[src/rtl/simon_player_if.sv]
// rtl/simon_player_if.sv - control, sequence-memory and LED/tone signals of the Simon playback block
interface simon_player_if #(
  parameter int AW = 5
);
  logic          start;
  logic          abort;
  logic [AW-1:0] length;
  logic [3:0]    speed;
  logic [AW-1:0] seq_addr;
  logic [1:0]    seq_color;
  logic [3:0]    led;
  logic          tone_en;
  logic          busy;
  logic          done;

  // game controller / memory side
  modport master (
    output start, abort, length, speed, seq_color,
    input  seq_addr, led, tone_en, busy, done
  );

  // playback engine side
  modport slave (
    input  start, abort, length, speed, seq_color,
    output seq_addr, led, tone_en, busy, done
  );
endinterface

[src/rtl/simon_player.sv]
// rtl/simon_player.sv - plays a stored Simon colour sequence with speed-scaled on-time and fixed dark gap
module simon_player #(
  parameter int BASE_ON   = 24000000,
  parameter int STEP_ON   = 2000000,
  parameter int MIN_ON    = 4800000,
  parameter int GAP_TICKS = 4800000,
  parameter int AW        = 5
) (
  input  logic          clk,
  input  logic          reset,
  simon_player_if.slave bus
);
  typedef enum logic [2:0] {S_IDLE, S_LOAD, S_ON, S_GAP, S_DONE} state_t;

  localparam logic [31:0] BASE_L = 32'(BASE_ON);
  localparam logic [31:0] STEP_L = 32'(STEP_ON);
  localparam logic [31:0] MIN_L  = 32'(MIN_ON);
  localparam logic [31:0] GAP_L  = 32'(GAP_TICKS);

  state_t        state, state_n;
  logic [AW-1:0] idx, idx_n;
  logic [AW-1:0] len_q, len_n;
  logic [3:0]    speed_q, speed_n;
  logic [1:0]    color, color_n;
  logic [31:0]   cnt, cnt_n;
  logic [31:0]   step_prod, on_diff, on_ticks;

  // on-time from the latched speed; clamps both underflow and anything below the floor
  always_comb begin
    step_prod = STEP_L * {28'd0, speed_q};
    on_diff   = BASE_L - step_prod;
    on_ticks  = on_diff;
    if ((step_prod > BASE_L) || (on_diff < MIN_L)) begin
      on_ticks = MIN_L;
    end
  end

  // state and datapath registers; reset clears everything without waiting for a clock
  always_ff @(posedge clk or negedge reset) begin
    if (!reset) begin
      state   <= S_IDLE;
      idx     <= '0;
      len_q   <= '0;
      speed_q <= '0;
      color   <= '0;
      cnt     <= '0;
    end else begin
      state   <= state_n;
      idx     <= idx_n;
      len_q   <= len_n;
      speed_q <= speed_n;
      color   <= color_n;
      cnt     <= cnt_n;
    end
  end

  // next-state and datapath updates; abort overrides any phase transition
  always_comb begin
    state_n = state;
    idx_n   = idx;
    len_n   = len_q;
    speed_n = speed_q;
    color_n = color;
    cnt_n   = cnt;
    case (state)
      S_IDLE: begin
        if (bus.start && !bus.abort) begin
          if (bus.length != '0) begin
            len_n   = bus.length;
            speed_n = bus.speed;
            idx_n   = '0;
            state_n = S_LOAD;
          end else begin
            state_n = S_DONE;
          end
        end
      end
      S_LOAD: begin
        color_n = bus.seq_color;
        cnt_n   = '0;
        state_n = S_ON;
      end
      S_ON: begin
        if (cnt == on_ticks - 32'd1) begin
          cnt_n   = '0;
          state_n = S_GAP;
        end else begin
          cnt_n = cnt + 32'd1;
        end
      end
      S_GAP: begin
        if (cnt == GAP_L - 32'd1) begin
          cnt_n = '0;
          if (idx == len_q - AW'(1)) begin
            state_n = S_DONE;
          end else begin
            idx_n   = idx + AW'(1);
            state_n = S_LOAD;
          end
        end else begin
          cnt_n = cnt + 32'd1;
        end
      end
      S_DONE: begin
        state_n = S_IDLE;
      end
      default: begin
        state_n = S_IDLE;
      end
    endcase
    if (bus.abort && (state != S_IDLE)) begin
      state_n = S_IDLE;
      idx_n   = '0;
      cnt_n   = '0;
    end
  end

  // outputs decode only registered state so they never glitch from inputs
  assign bus.seq_addr = idx;
  assign bus.led      = (state == S_ON) ? (4'b0001 << color) : 4'b0000;
  assign bus.tone_en  = (state == S_ON);
  assign bus.busy     = (state != S_IDLE);
  assign bus.done     = (state == S_DONE);
endmodule

[src/flat_wrapper.sv]
// flat-port wrapper written by rule: the top's interface ports become plain ports
module simon_player_flat 
#(
  parameter int BASE_ON   = 24000000,
  parameter int STEP_ON   = 2000000,
  parameter int MIN_ON    = 4800000,
  parameter int GAP_TICKS = 4800000,
  parameter int AW        = 5
)
  (clk, reset, bus_start, bus_abort, bus_length, bus_speed, bus_seq_color, bus_seq_addr, bus_led, bus_tone_en, bus_busy, bus_done);
  simon_player_if #(.AW(AW)) bus_i ();
  input  logic clk;
  input  logic reset;
  input wire logic [$bits(bus_i.start)-1:0] bus_start;
  input wire logic [$bits(bus_i.abort)-1:0] bus_abort;
  input wire logic [$bits(bus_i.length)-1:0] bus_length;
  input wire logic [$bits(bus_i.speed)-1:0] bus_speed;
  input wire logic [$bits(bus_i.seq_color)-1:0] bus_seq_color;
  output wire logic [$bits(bus_i.seq_addr)-1:0] bus_seq_addr;
  output wire logic [$bits(bus_i.led)-1:0] bus_led;
  output wire logic [$bits(bus_i.tone_en)-1:0] bus_tone_en;
  output wire logic [$bits(bus_i.busy)-1:0] bus_busy;
  output wire logic [$bits(bus_i.done)-1:0] bus_done;
  assign bus_i.start = bus_start;
  assign bus_i.abort = bus_abort;
  assign bus_i.length = bus_length;
  assign bus_i.speed = bus_speed;
  assign bus_i.seq_color = bus_seq_color;
  assign bus_seq_addr = bus_i.seq_addr;
  assign bus_led = bus_i.led;
  assign bus_tone_en = bus_i.tone_en;
  assign bus_busy = bus_i.busy;
  assign bus_done = bus_i.done;
  simon_player #(.BASE_ON(BASE_ON), .STEP_ON(STEP_ON), .MIN_ON(MIN_ON), .GAP_TICKS(GAP_TICKS), .AW(AW)) u_core (.clk(clk), .reset(reset), .bus(bus_i));
endmodule
[config.mk]
export PLATFORM = sky130hd
export DESIGN_NAME = simon_player_flat
export DESIGN_NICKNAME = d
export VERILOG_FILES = /design/src/rtl/simon_player_if.sv /design/src/rtl/simon_player.sv /design/src/flat_wrapper.sv
export SDC_FILE = /design/constraint.sdc
export NUM_CORES = 1
export LEC_CHECK = 0
export CORE_UTILIZATION = 30
export DETAILED_ROUTE_END_ITERATION = 8
export SYNTH_ARGS = -nofsm -noshare
export SYNTH_HDL_FRONTEND = slang
export SYNTH_SLANG_ARGS = --single-unit
export TNS_END_PERCENT = 5
[constraint.sdc]
create_clock -name clk -period 7.47 [get_ports clk]
set_clock_uncertainty 0.2 [all_clocks]
set_input_delay 1.494 -clock clk [delete_from_list [all_inputs] [get_ports clk]]
set_output_delay 1.494 -clock clk [all_outputs]
set_load 0.03 [all_outputs]
# Yosys cells after proc, flatten, opt, wreduce, memory -nomap -nowiden
# Cells that the tools add are included.
# classes
n_addsub,5
n_mul,1
div,0
order_cmp,2
n_eq_ne,12
n_shift,1
muxes,19
n_bitwise,0
reduce_logical,12
# ops
operator,n
2-to-1 mux 32 bit,4
case mux 32 bit (3 select lines),1
adder 32 x 1 -> 32 bit (second input constant),1
== test 32 x 23 -> 1 bit (second input constant),1
== test 32 bit,1
< comparator 32 x 23 -> 1 bit (second input constant),1
subtractor 32 x 1 -> 32 bit (second input constant),1
subtractor 25 x 25 -> 26 bit (first input constant),1
greater-than comparator 25 bit (second input constant),1
2-to-1 mux 5 bit,5
multiplier 14 x 4 -> 18 bit (first input constant),1
2-to-1 mux 3 bit,6
!= test 3 x 1 -> 1 bit (second input constant),4
case mux 3 bit (4 select lines),1
case mux 5 bit (2 select lines),1
== test 3 x 2 -> 1 bit (second input constant),2
AND reduction 3 bit,2
nonzero test 3 bit,2
adder 5 x 1 -> 5 bit (second input constant),1
== test 5 bit,1
AND reduction 5 bit,1
nonzero test 5 bit,1
subtractor 5 x 1 -> 5 bit (second input constant),1
2-to-1 mux 4 bit,1
9 further kinds,10
# word_totals
register_bits,51
latch_bits,0
ram_bits,0
romBits,0
input_bits,15
out_inout_bits,12
mem_count,0

# Logic depth before layout (Yosys ltp)
# depth
depth_word,10
depth_mapped,31
ltp_nobuf,26

# Worst setup path before layout
# No wires, ideal clock.
# synth_path
kind,reg2reg
startpoint,reg u_core.speed_q[2]
endpoint,reg u_core.cnt[18]
arrival_ns,6.687
t_required_ns,7.144
slack_ns,0.457
path_stages_with_launch,29
period_less_slack_ns,7.013
path_cell_list,dfrtp_1 clkbuf_1 buf_1 inv_1 ha_1 fa_1 inv_1 fa_1 nand2b_1 a21oi_1 nor2_1 a311oi_2 a211o_1 nand2b_1 a21oi_4 nand2_1 ha_1 xor2_1 o21ai_0 nor3_1 o2111ai_1 a311oi_1 o2111ai_1 nor4bb_1 nor3b_4 nor2b_2 buf_6 buf_6 a221o_1
# synth_via
elab_chain_len,10
elab_cells_between_ends,11
# synth_rtl
element,line_no,source
from (decl),simon_player.sv:23,"logic [3:0] speed_q, speed_n;"
from (signal assigned),simon_player.sv:51,speed_q <= speed_n;
multiplier 14 x 4 -> 18 bit *,simon_player.sv:30,"step_prod = STEP_L * {28'd0, speed_q};"
subtractor 25 x 25 -> 26 bit,simon_player.sv:31,on_diff = BASE_L - step_prod;
< comparator 32 x 23 -> 1 bit,simon_player.sv:33,if ((step_prod > BASE_L) || (on_diff < MIN_L)) begin
logical OR 1 bit,simon_player.sv:33,
2-to-1 mux 32 bit *,simon_player.sv:33,
subtractor 32 x 1 -> 32 bit *,simon_player.sv:84,if (cnt == on_ticks - 32'd1) begin
== test 32 bit *,simon_player.sv:84,
2-to-1 mux 32 bit *,simon_player.sv:84,
case mux 32 bit (3 select lines) *,simon_player.sv:65,case (state)
2-to-1 mux 32 bit *,simon_player.sv:111,if (bus.abort && (state != S_IDLE)) begin
to (signal assigned),simon_player.sv:53,cnt <= cnt_n;
to (decl),simon_player.sv:25,"logic [31:0] cnt, cnt_n;"
# Mark *: on every way between the ends. The rest lies on a longest branch, timed or not.
# A chain may end at the register's enable or synchronous reset.

# Worst setup path after layout
# layout_path
startpoint,reg u_core.speed_q[1]
endpoint,reg u_core.cnt[22]
# Same word-level chain as after synthesis.

==> summary by stage <==
Global route
The via count of the first global-routing pass is 4,910. The global routing met2 resource utilization is 27.2%. The global routing usage summed across all routing layers is 16.7%. The met1 track demand over resource is 23.0%. The first global-routing pass estimated 25,200 um of wire. The largest net degree at the start of global routing is 52. The met3 track utilization from global routing is 2.44%.

Global routing finished with a remaining overflow of 0. The layer flagged by global routing as most heavily used is met2. The number of antenna violations at the first check in global routing was 0.

Floorplanning
The width of the die is 137 um. The vertical die dimension is 137 um. The placeable core region is 17,900 um^2. The die covers 18,800 um^2. The count of pins on the block boundary is 27. After floorplanning, the core was divided into 49 placement rows. The effective utilization at floorplan is 30.6%.

Yosys
The synthesized design contains 51 register bits. In this run, synthesis inferred 0 flip-flops with an integrated enable. The async set-reset flop share out of synthesis is 100%. The number of standard cells after synthesis is 683. Yosys attributes the largest share of cell area to sky130_fd_sc_hd__dfrtp_1 (23%), sky130_fd_sc_hd__ha_1 (5.3%), sky130_fd_sc_hd__nand3_1 (5.0%). The top cell type by area accounts for 23.3% of the synthesized area. Counting every net in the synthesized netlist gives 726.

The mean instance size in the synthesized netlist is 8.01 um^2. The biggest area contributor in the post-synthesis netlist is sky130_fd_sc_hd__dfrtp_1. The sequential share of the synthesized area is 23.3%. The count of warnings emitted by yosys is 0. The dominant register cell in the synthesized netlist is sky130_fd_sc_hd__dfrtp_1. The number of distinct library cell variants in the gate-level netlist after synthesis is 81. The mapped netlist covers 5470 um^2.

Routing
The first detailed-routing pass ran for 5 iterations. The remaining antenna violation count after routing is 0. The average wire length per cell after detail routing is 16.0 um. For this run, design rule violations remaining after detail routing come to 0.

After the first detailed-routing iteration, the DRC count stood at 405. For this block, the via count after detailed routing is 5,225. The average via count per standard cell is 5.61. The total wirelength of the detailed-routed design is 15,000 um.

Cells and area
For this run, the post-layout net count is 745. The layout overhead on the synthesized area is 13.4%. After filler insertion, the fill cell instance count of the layout stands at 1,889. The final antenna diode count is 0.

In the final layout, the share of cells above drive strength 1 is 10.7%. The library cell used most frequently in the layout, excluding fill and tap cells, is sky130_fd_sc_hd__nand2_1. In the layout the commonest cells are sky130_fd_sc_hd__nand2_1 (69), sky130_fd_sc_hd__nor2_1 (62), sky130_fd_sc_hd__nand3_1 (55).

STA
The number of endpoints failing setup at the final stage is 0. The worst path uses 93.3% of the clock period. The number of failing hold endpoints at the final stage is 0. The worst path meets setup with 498 ps of slack.

For the pin with the worst max-slew slack, the measured transition is 799 ps. For the finished layout, the period the worst path requires is 6970 ps. Setup repair after global routing could not meet its margin everywhere. The worst slew margin relative to its limit is 46.2%. The max-slew violation total from the final report is 0. The upper clock frequency limit is 143 MHz.

Status
The run finished with clean final reports.

Clock tree
After clock tree synthesis, the clock-pin slew on the worst setup and hold paths is 70 ps. The CTS tree is built. The number of buffers inserted during clock tree synthesis is 5. The source-to-sink clock delay at the later pin of the worst-skew pair is 290 ps. The clock tree synthesis step divided the H-tree into 2 levels.

The cell chosen for the clock root is sky130_fd_sc_hd__clkbuf_16. Clock tree synthesis found a total of 51 sinks. The number of buffers on the longest clock path is 2.

Worst setup path
The type of the worst setup path is reg2reg. The most numerous cell on the critical path is sky130_fd_sc_hd__inv_1. For the worst setup path, the data required time is 7450 ps.

Along the worst path, the maximum fanout reaches 13. Data on the critical path arrives at its endpoint at 6960 ps. In this design, the stage delay of the slowest critical-path cell is 680 ps. The element type at the critical path start is a flip-flop. The kind of capture point of the worst setup path is a flip-flop. The slowest stage of the critical path belongs to the cell sky130_fd_sc_hd__fa_1.

Placed design
The count of buffers added on input and output ports is 26. At the end of routability-driven placement, the weighted congestion stood at 0.910. The wire-length estimate of the detail-placed layout is 11,000 um.

At the placement stage, the worst setup path has a slack of 511 ps.

Run
Max-cap violations in this run came to 0.

Worst hold path
The worst min-delay path category is reg2reg.
## logic make-up after synthesis
kind of cell	after synthesis	share of synthesized area, %
adders and majority gates	28	7.09
and+or+nand+nor	313	30.0
xor gates and xnor gates	42	7.11
DFF	51	23.3
muxes	21	4.34
buffers and inverters	65	5.01
AOI/OAI and AO/OA	163	23.2
## registers in the layout (all words and copies together) (netlist names)
signal               count
u_core.cnt              32
u_core.bus.seq_addr      5
u_core.len_q             5
u_core.speed_q           4
u_core.state             3
u_core.color             2
## synth_stat cells (6+ instances only)
cell type                    n
sky130_fd_sc_hd__o22ai_1     9
sky130_fd_sc_hd__a41o_1      6
sky130_fd_sc_hd__ha_1       23
sky130_fd_sc_hd__a31oi_1    10
sky130_fd_sc_hd__a21oi_1    19
sky130_fd_sc_hd__a21o_1      8
sky130_fd_sc_hd__nor3_1     24
sky130_fd_sc_hd__nor2b_1     6
sky130_fd_sc_hd__and3_1     10
sky130_fd_sc_hd__nand4_1    10
sky130_fd_sc_hd__nand2b_1   11
sky130_fd_sc_hd__inv_1      30
sky130_fd_sc_hd__dfrtp_1    51
sky130_fd_sc_hd__nand3b_1    8
sky130_fd_sc_hd__or3_1       6
sky130_fd_sc_hd__clkbuf_1   22
sky130_fd_sc_hd__nand2_1    69
sky130_fd_sc_hd__nor4_1      9
sky130_fd_sc_hd__mux2i_1     8
sky130_fd_sc_hd__xor2_1     10
sky130_fd_sc_hd__nand3_1    55
sky130_fd_sc_hd__buf_2       6
sky130_fd_sc_hd__nor2_1     62
sky130_fd_sc_hd__mux2_2     12
sky130_fd_sc_hd__o2111ai_1   6
sky130_fd_sc_hd__o21ai_0    29
sky130_fd_sc_hd__a221o_1    14
sky130_fd_sc_hd__or2_2       9
sky130_fd_sc_hd__xnor2_1    30
## repair_timing
item	CTS	global route
endpoints found under the setup margin	0	28
resized for setup	0	3
hold buffers	0	0
buffers inserted	0	3
## final cells by class
| cell class | instances | area, um^2 | share of cell area [%] |
|---|---|---|---|
| inverters | 30 | 113 | 1.81 |
| flip-flops and latches | 51 | 1280 | 20.6 |
| clock inverters | 2 | 38.8 | 0.625 |
| multi-input cells | 567 | 3940 | 63.5 |
| clock buffers | 6 | 139 | 2.24 |
| well taps | 229 | 287 | 4.62 |
| repair buffers | 47 | 413 | 6.65 |
## per-layer routing
metal  vias to the layer above  wire length (um)
met5                         -                 0
met2                       138              6890
met3                         8               709
met4                         0               125
met1                      2506              7220
li1                       2573                 -
## final timing paths
kind	from	endpoint	slack [ps]	depth (start not counted)
setup / recovery	u_core.speed_q[1]	u_core.cnt[22]	500	26
hold reg to reg	u_core.cnt[1]	u_core.cnt[1]	340	1
max in group asynchronous	reset	u_core.state[0]	5500	2
hold / removal	u_core.cnt[1]	u_core.cnt[1]	340	1
min in group asynchronous	reset	u_core.cnt[28]	1120	2
setup reg to reg	u_core.speed_q[1]	u_core.cnt[22]	500	26
## worst max-delay path: cells and delay by family, from the launching register on
family	cells	cell delay, ps
buf+inv	5	680
compound gates	8	1640
simple gates	7	1490
fa+ha+maj	4	1790
xor+xnor	2	540
flops	1	500
## per-stage QoR
| stage | util [%] | hold slack (ps) | cells | TNS, ps | cell area [um^2] |
|---|---|---|---|---|---|
| after floorplan | - | 290 | 683 | 0 | 5470 |
| after global placement | 33.5 | 325 | 921 | 0 | 6000 |
| after global routing | 34.7 | 359 | 932 | -158 | 6210 |
| final | 34.7 | 340 | 932 | 0 | 6210 |
| after detailed placement | 33.5 | 322 | 921 | 0 | 6000 |
| after CTS | 34.5 | 342 | 929 | 0 | 6170 |
Power is not shown: default switching activity piles up to over one toggle a cycle in this logic, so the estimate is an artifact.
